==> src/rtl/dmem_pkg.sv <==
// Shared types and constants for the data-memory responder.
// Optional parity storage is enabled with `define DMEM_PARITY_EN.
package dmem_pkg;

    localparam int DATA_W = 16;
    localparam int WAIT_W = 4;

    typedef enum logic [1:0] {
        IDLE,
        WAIT,
        DONE
    } state_t;

endpackage

==> src/rtl/dmem_array.sv <==
// Single-port synchronous RAM with registered read for dmem_ctrl.
// With DMEM_PARITY_EN each word carries an even-parity bit checked on read.
module dmem_array
    import dmem_pkg::*;
#(
    parameter int ADDR_W = 8
) (
    input  logic              clk,
    input  logic              reset,
    input  logic              en,
    input  logic              we,
    input  logic [ADDR_W-1:0] addr,
    input  logic [DATA_W-1:0] wdata,
    output logic [DATA_W-1:0] rdata,
    output logic              perr
);

`ifdef DMEM_PARITY_EN
    localparam int MEM_W = DATA_W + 1;
`else
    localparam int MEM_W = DATA_W;
`endif

    logic [MEM_W-1:0] mem [2**ADDR_W];
    logic [MEM_W-1:0] wword;

`ifdef DMEM_PARITY_EN
    // Parity bit makes the stored word's total population even.
    assign wword = {^wdata, wdata};
`else
    assign wword = wdata;
`endif

    // Storage is never reset; a reset on the access edge suppresses the write.
    always_ff @(posedge clk) begin
        if (en && we && !reset) begin
            mem[addr] <= wword;
        end
    end

    // Read register only updates on a load so the output holds between loads.
    always_ff @(posedge clk) begin
        if (reset) begin
            rdata <= '0;
        end else if (en && !we) begin
            rdata <= mem[addr][DATA_W-1:0];
        end
    end

`ifdef DMEM_PARITY_EN
    always_ff @(posedge clk) begin
        if (reset) begin
            perr <= 1'b0;
        end else if (en && !we) begin
            perr <= ^mem[addr];
        end
    end
`else
    assign perr = 1'b0;
`endif

endmodule

==> src/rtl/dmem_ctrl.sv <==
// Data-memory responder: IDLE/WAIT/DONE sequencer in front of dmem_array.
// Parity checking is built only when DMEM_PARITY_EN is defined.
module dmem_ctrl
    import dmem_pkg::*;
#(
    parameter int ADDR_W   = 8,
    parameter int WAIT_CYC = 2
) (
    input  logic              clk,
    input  logic              reset,
    input  logic              req_valid,
    input  logic              req_we,
    input  logic [15:0]       req_addr,
    input  logic [15:0]       req_wdata,
    input  logic              wb_adv,
    output logic              mem_busy,
    output logic [DATA_W-1:0] rdata,
    output logic              rdata_valid,
    output logic              parity_err
);

    localparam logic [WAIT_W-1:0] CNT_INIT =
        (WAIT_CYC > 0) ? WAIT_W'(WAIT_CYC - 1) : '0;

    state_t              state;
    logic [WAIT_W-1:0]   cnt;
    logic                cap_we;
    logic [ADDR_W-1:0]   cap_addr;
    logic [DATA_W-1:0]   cap_wdata;

    logic                access;
    logic                acc_we;
    logic [ADDR_W-1:0]   acc_addr;
    logic [DATA_W-1:0]   acc_wdata;
    logic                ram_en;
    logic                ram_perr;
    logic                perr_sticky;
    logic                unused_addr_hi;

    // Upper address bits are deliberately ignored (address aliasing).
    assign unused_addr_hi = ^req_addr;

    assign mem_busy = ((state == IDLE) && req_valid) || (state == WAIT);

    // With zero wait cycles the access happens on the capture edge, so the
    // RAM must see the live request instead of the capture registers.
    always_comb begin
        access    = 1'b0;
        acc_we    = cap_we;
        acc_addr  = cap_addr;
        acc_wdata = cap_wdata;
        case (state)
            IDLE: begin
                access    = req_valid && (WAIT_CYC == 0);
                acc_we    = req_we;
                acc_addr  = req_addr[ADDR_W-1:0];
                acc_wdata = req_wdata;
            end
            WAIT:    access = (cnt == '0);
            default: access = 1'b0;
        endcase
    end

    assign ram_en = access && !reset;

    dmem_array #(
        .ADDR_W (ADDR_W)
    ) u_array (
        .clk   (clk),
        .reset (reset),
        .en    (ram_en),
        .we    (acc_we),
        .addr  (acc_addr),
        .wdata (acc_wdata),
        .rdata (rdata),
        .perr  (ram_perr)
    );

    always_ff @(posedge clk) begin
        if (reset) begin
            state       <= IDLE;
            cnt         <= '0;
            cap_we      <= 1'b0;
            cap_addr    <= '0;
            cap_wdata   <= '0;
            rdata_valid <= 1'b0;
            perr_sticky <= 1'b0;
        end else begin
            perr_sticky <= perr_sticky | ram_perr;
            case (state)
                IDLE: begin
                    if (req_valid) begin
                        cap_we    <= req_we;
                        cap_addr  <= req_addr[ADDR_W-1:0];
                        cap_wdata <= req_wdata;
                        if (WAIT_CYC == 0) begin
                            state       <= DONE;
                            rdata_valid <= !req_we;
                        end else begin
                            cnt   <= CNT_INIT;
                            state <= WAIT;
                        end
                    end
                end
                WAIT: begin
                    if (cnt == '0) begin
                        state       <= DONE;
                        rdata_valid <= !cap_we;
                    end else begin
                        cnt <= cnt - WAIT_W'(1);
                    end
                end
                DONE: begin
                    if (wb_adv) begin
                        state       <= IDLE;
                        rdata_valid <= 1'b0;
                    end
                end
                default: state <= IDLE;
            endcase
        end
    end

    // ram_perr is registered on the load edge, so OR-ing it in raises the
    // flag in the first DONE cycle; the sticky bit holds it afterwards.
    assign parity_err = perr_sticky | ram_perr;

endmodule

==> config.mk <==
export PLATFORM = sky130hd
export DESIGN_NAME = dmem_ctrl
export DESIGN_NICKNAME = d
export VERILOG_FILES = /design/src/rtl/dmem_pkg.sv /design/src/rtl/dmem_array.sv /design/src/rtl/dmem_ctrl.sv
export SDC_FILE = /design/constraint.sdc
export NUM_CORES = 2
export LEC_CHECK = 0
export BUFFER_PORTS_ARGS = -buffer_cell sky130_fd_sc_hd__buf_2
export CORE_ASPECT_RATIO = 0.7
export CORE_MARGIN = 2
export CORE_UTILIZATION = 58
export DETAILED_ROUTE_END_ITERATION = 10
export PLACE_DENSITY = 0.75
export SETUP_SLACK_MARGIN = 0.5
export SYNTH_ARGS = -nofsm -noshare
export SYNTH_HDL_FRONTEND = slang
export SYNTH_HIERARCHICAL = 1
export SYNTH_SLANG_ARGS = --single-unit
==> constraint.sdc <==
create_clock -name clk -period 12.7 [get_ports clk]
set_clock_uncertainty 0.2 [all_clocks]
set_input_delay 0.635 -clock clk [delete_from_list [all_inputs] [get_ports clk]]
set_output_delay 0.635 -clock clk [all_outputs]
set_load 0.005 [all_outputs]
Word-level counts from Yosys, hierarchy flattened
Memory sizes are Yosys's and may differ from the RTL's. A register that Yosys moved wholly into a read port is not among the register bits. Cells that the tools add are included.

Flip-flop bits (word level): 32. Memory bits (writable): 4096. Input bits: 37. Output and inout bits: 19. Word-level logic and storage cells: 47. Memories kept: 1.

Add/subtract/negate cells: 1. Equal/unequal tests: 6. Multiplexer cells: 16. Reductions and logical operators: 17.

Memories: u_array.mem (depth 256, width 16, read ports 1, clocked after Yosys merged registers in 1, wr ports 1, line dmem_array.sv:24) `logic [MEM_W-1:0] mem [2**ADDR_W];`.

Operator list (number): two-way mux 16 bit (1); AND reduction 3 bit (3); two-way mux 4 bit (2); two-way mux 8 bit (1); one-hot mux 4 bit (2 select lines) (1); two-way mux 1 bit (6); two-way mux 2 bit (3); != test 2 bit (second input constant) (3); one-hot mux 2 bit (3 select lines) (1); logical AND 1 bit (5); logical NOT 4 bit (1); nonzero test 2 bit (2); subtractor 4 x 1 -> 4 bit (second input constant) (1); logical NOT 1 bit (3); == test 2 x 1 -> 1 bit (second input constant) (1); == test 2 bit (second input constant) (1); logical NOT 2 bit (1); != test 2 x 1 -> 1 bit (second input constant) (1); one-hot mux 1 bit (2 select lines) (1); AND reduction 2 bit (1); logical OR 1 bit (1).

Logic depth before layout (Yosys ltp)
Word-level depth: 7. Depth in mapped cells: 17. Mapped depth without buffers: 12.

Hierarchy
Netlist, hierarchy kept.

By module, submodules not included: dmem_array (times used 1, cells each 7243, area each 157562.4 um^2, seq. area each 123318.3 um^2); dmem_ctrl (times used 1, cells each 183, area each 1615.3 um^2, seq. area each 660.6 um^2).

Least setup slack after synthesis
No wires, ideal clock.

Path kind: register to register. Start: register state[0]. End: memory u_array/mem[147][0] (netlist name), enable pin. Library setup time: 0.409 ns. Arrival time: 3.716 ns. Data required time: 12.091 ns. Setup slack: 8.375 ns. Stages on the path, launching flop included: 14. Buffers on the path: 9. Period minus slack after synthesis: 4.325 ns. Cell sequence: dfxtp_1 > clkbuf_8 > nor2_2 > buf_4 > mux2_2 > buf_4 > buf_2 > buf_4 > buf_2 > buf_2 > buf_2 > buf_2 > nand2_1 > nor3_1.

Elaborated cells between the ends (all ways): 10. Those cells by class: 1 x eq/ne; 5 x mux; 4 x reduce/logical.

RTL lines: from (decl) (line dmem_ctrl.sv:25) `state_t state;`; from (signal assigned) (line dmem_ctrl.sv:81) `state <= IDLE;`; from (signal assigned) (line dmem_ctrl.sv:97) `state <= DONE;`; from (signal assigned) (line dmem_ctrl.sv:101) `state <= WAIT;`; logical NOT 2 bit (line dmem_ctrl.sv:52) `case (state)`; two-way mux 8 bit (line dmem_ctrl.sv:52); named net acc_addr[1] (line dmem_ctrl.sv:33) `logic [ADDR_W-1:0] acc_addr;`; to (decl) (line dmem_array.sv:24).

The timed path passes the listed nets, and every way through them passes these cells.

Worst setup path in the final report
Start: register state[0]. End: register u_array.rdata[14], read port of u_array.mem.

Elaborated cells between the ends (all ways): 8. Those cells by class: 1 x eq/ne; 3 x mux; 4 x reduce/logical.

RTL lines: logical NOT 2 bit (line dmem_ctrl.sv:52); two-way mux 8 bit (line dmem_ctrl.sv:52); named net acc_addr[1] (line dmem_ctrl.sv:33); to (decl) (line dmem_array.sv:14) `output logic [DATA_W-1:0] rdata,`.

The timed path passes the listed nets, and every way through them passes these cells. A chain may end at the register's enable or synchronous reset.

==> results by group <==
Outcome
  • Outcome: finished with violations
  • Failing checks: capacitance limit, slew limit

Drt
  • DRC Markers: 0
  • Post-Route WL: 432 mm
  • DRT antenna net count: 0
  • Iteration-0 DRC Markers: 15,705
  • Via-per-instance ratio: 7.07
  • Vias: 83,121
  • Met1 Wirelength: 153 mm
  • Metal3 WL: 72.5 mm
  • Met2 routed WL: 187 mm
  • Wire per inst: 36.7 um
  • Drt pass-1 iters: 7
  • Max layer used: met5

Setup path
  • Crit path kind: flip-flop to flip-flop
  • Critical Path RT: 13.21 ns
  • CP endpoint kind: flip-flop
  • Critical R2R Launch: state[0]
  • Reg-to-Reg End: u_array/rdata[14]
  • FF-to-FF setup slack: 6.10 ns
  • R2R depth: 11
  • Setup crit start kind: flip-flop
  • CP arrival: 7.12 ns
  • Critical path fanouts, max: 62

Worst hold path
  • Hold path depth: 3
  • HP Class: input pin to flip-flop
  • Hold endpoint: state[0]
  • Hold path start: req_valid

GRT
  • Vias in the first global route: 79,216
  • Pin count of the biggest net entering global routing: 169
  • Total gr overflow: 0
  • First-pass GRT wire length: 603 mm
  • GRT Overall Usage: 30.8%
  • Initial antenna violation count: 36

Placed design
  • PortBufs: 47
  • Hpwl dp: 254 mm
  • Place WS: 6.24 ns
  • Placed inst area: 0.165 mm^2
  • Gpl congestion: 0.920

Logic synthesis
  • Async SR Flop Fraction: 0%
  • Mapped Nets: 7,464
  • Netlist cell types: 74
  • Dominant synthesized flop cell: edfxtp_1
  • Register area share after synthesis: 77.9%
  • Number of synthesized register bits: 4,145
  • Ys Warns: 6
  • Avg Cell Area, Syn: 21.4 um^2
  • Main area contributors after synthesis: edfxtp_1 (77%), mux4_2 (12%), mux2i_1 (2.2%)
  • Number of synthesized flops with an enable pin: 4,096
  • Synth Instances: 7,426
  • Area leader, netlist: edfxtp_1
  • Synthesized area: 0.159 mm^2
  • Synth top area share: 77.3%

Timing
  • Hold Violations, Final: 0
  • Max frequency: 0.151 GHz
  • Setup TNS: 0 ns
  • Max-slew violations: 9
  • Actual slew at the worst max-slew pin: 1.53 ns
  • Tcrit/Tclk final: 52.0%
  • Min Tclk post-route: 6.60 ns
  • Normalized max-slew margin: -2.72%
  • Unrepaired setup endpoints after global routing: false
  • Final setup fails: 0
  • Fin worst setup slack: 6.10 ns

Floorplanning
  • Die X: 630 um
  • Die ar.: 0.279 mm^2
  • I/O Pins: 56
  • Die height: 442 um
  • Num rows: 160
  • Initial Utilization: 58.5%
  • Core Area: 0.272 mm^2

Power and ir drop
  • Static leakage: 55.0 nW
  • VDD IR max: 150 uV
  • Cell Pwr Density: 170 mW/mm^2

Clock tree
  • Clock latency on the worst-skew pair: 0.88 ns
  • Cts repair resizes: 0
  • H-tree levels: 5
  • Total CTS buffers: 355
  • Reg clk slew, reported paths: 0.07 ns
  • Root buffer cell: clkbuf_16
  • Clock Tree Buf Depth: 4
  • Clock sinks: 4,145
  • Post-CTS setup buffers: 0
  • TritonCTS clock tree: built

Final layout
  • Fillcell total: 16,996
  • Final #Nets: 7,849
  • Area growth syn-to-layout: 10.7%
  • Share of layout cells above drive strength 1: 23.8%
  • Post-route core utilization: 64.7%
  • Final instance area: 0.176 mm^2

Run
  • Max cap viols: 3
-- worst max-delay path by stage --
stage	from	slack, ns	depth (start not counted)	to
after CTS	state[0]	6.23	13	u_array/rdata[2]
after global routing	state[0]	5.83	13	u_array/rdata[2]
final	state[0]	6.10	11	u_array/rdata[14]
after detailed placement	state[0]	6.24	12	u_array/rdata[2]
after global placement	state[0]	6.31	12	u_array/rdata[2]
after floorplan	state[0]	8.38	13	u_array/mem[147][0]
-- critical path, cell delays in order (launching register included) --
cell	delay [ns]
dfxtp_1	0.45
nor2_4	0.19
buf_4	0.48
mux2_8	0.66
buf_4	0.71
buf_4	0.87
mux4_2	0.43
a22o_1	0.25
o21ai_1	0.27
o211ai_1	0.47
nor4_1	1.12
o32ai_1	0.23
-- synthesized netlist by cell type, types with 48 or more instances --
library cell and instances:
o22ai_1 211, o21ai_0 51, a31oi_1 48, buf_6 64, mux2i_1 342, clkbuf_1 139
a21oi_1 88, buf_4 74, nand2_1 273, nor2_1 334, buf_2 138, mux4_2 881
nand3_1 58, edfxtp_1 4096, a22oi_1 88, a221oi_1 51, dfxtp_1 49
-- area by class of cell --
class	instances	area, um^2	area share (%)
repair buffers	464	3560	2.02
inverters	8	37.5	0.0213
well taps	3645	4560	2.59
diodes	20	50.0	0.0284
flip-flops and latches	4145	124000	70.3
clock inverters	176	1420	0.807
multi-input cells	2837	33200	18.8
clock buffers	456	9450	5.36
-- cells in the final DEF (no fill, tap or decap), drive strengths merged, types with 13 or more instances in the layout --
cell type / n
edfxtp: 4096
mux4: 881
clkbuf: 456
buf: 437
mux2i: 342
nor2: 336
nand2: 273
o22ai: 211
clkinv: 143
a21oi: 88
a22oi: 88
nand3: 58
o21ai: 53
a221oi: 51
dfxtp: 49
a31oi: 48
nor3: 46
mux2: 41
dlygate4sd3: 27
nand4: 26
or4: 25
a32oi: 23
diode: 20
a211oi: 20
bufinv: 20
a22o: 18
nor4: 18
a32o: 17
inv: 17
o221ai: 16
o22a: 15
nor2b: 15
o211ai: 13
nand2b: 13
-- kinds of logic (layout without fill, tap and decap cells) --
family | count (synthesis) | count (layout) | synth area share (%)
compound gates | 707 | 707 | 3.07
fa+ha+maj | 1 | 1 | 0.00786
buf+inv | 444 | 1104 | 1.68
flops | 4145 | 4145 | 77.9
mux | 1264 | 1264 | 14.9
other cells | 1 | 21 | 0.00236
simple gates | 864 | 864 | 2.45
-- power by group --
part | switching (mW) | internal, mW
logic | 2.70 | 1.20
registers | 0.0219 | 15.5
clock network | 4.79 | 5.67
total | 7.51 | 22.4
-- registers in the layout, indices dropped and copies added (netlist names) --
name           cells
state              2
cap_wdata         16
perr_sticky        1
rdata_valid        1
cap_addr           8
cnt                4
cap_we             1
u_array/mem     4096
u_array/rdata     16
-- layer usage --
layer | vias up | track usage, %
met5 | - | 0
met4 | 32 | 11.7
met3 | 927 | 11.2
met2 | 7082 | 43.2
met1 | 43156 | 44.7
li1 | 31924 | -
-- timing repair --
item                                    4_1_cts  5_1_grt
endpoints found under the setup margin        0        0
endpoints found under the hold margin        27        0
hold buffers                                 27        0
-- through the flow --
step,power [mW],hold WS (ns),instances
after floorplan,18.2,0.231,7426
after global placement,19.5,0.252,11072
after detailed placement,19.6,0.249,11072
after CTS,29.8,0.0668,11731
after global routing,30.5,0.0897,11732
final,29.9,0.0830,11751
Note: power is estimated with default switching activity, not from simulation.
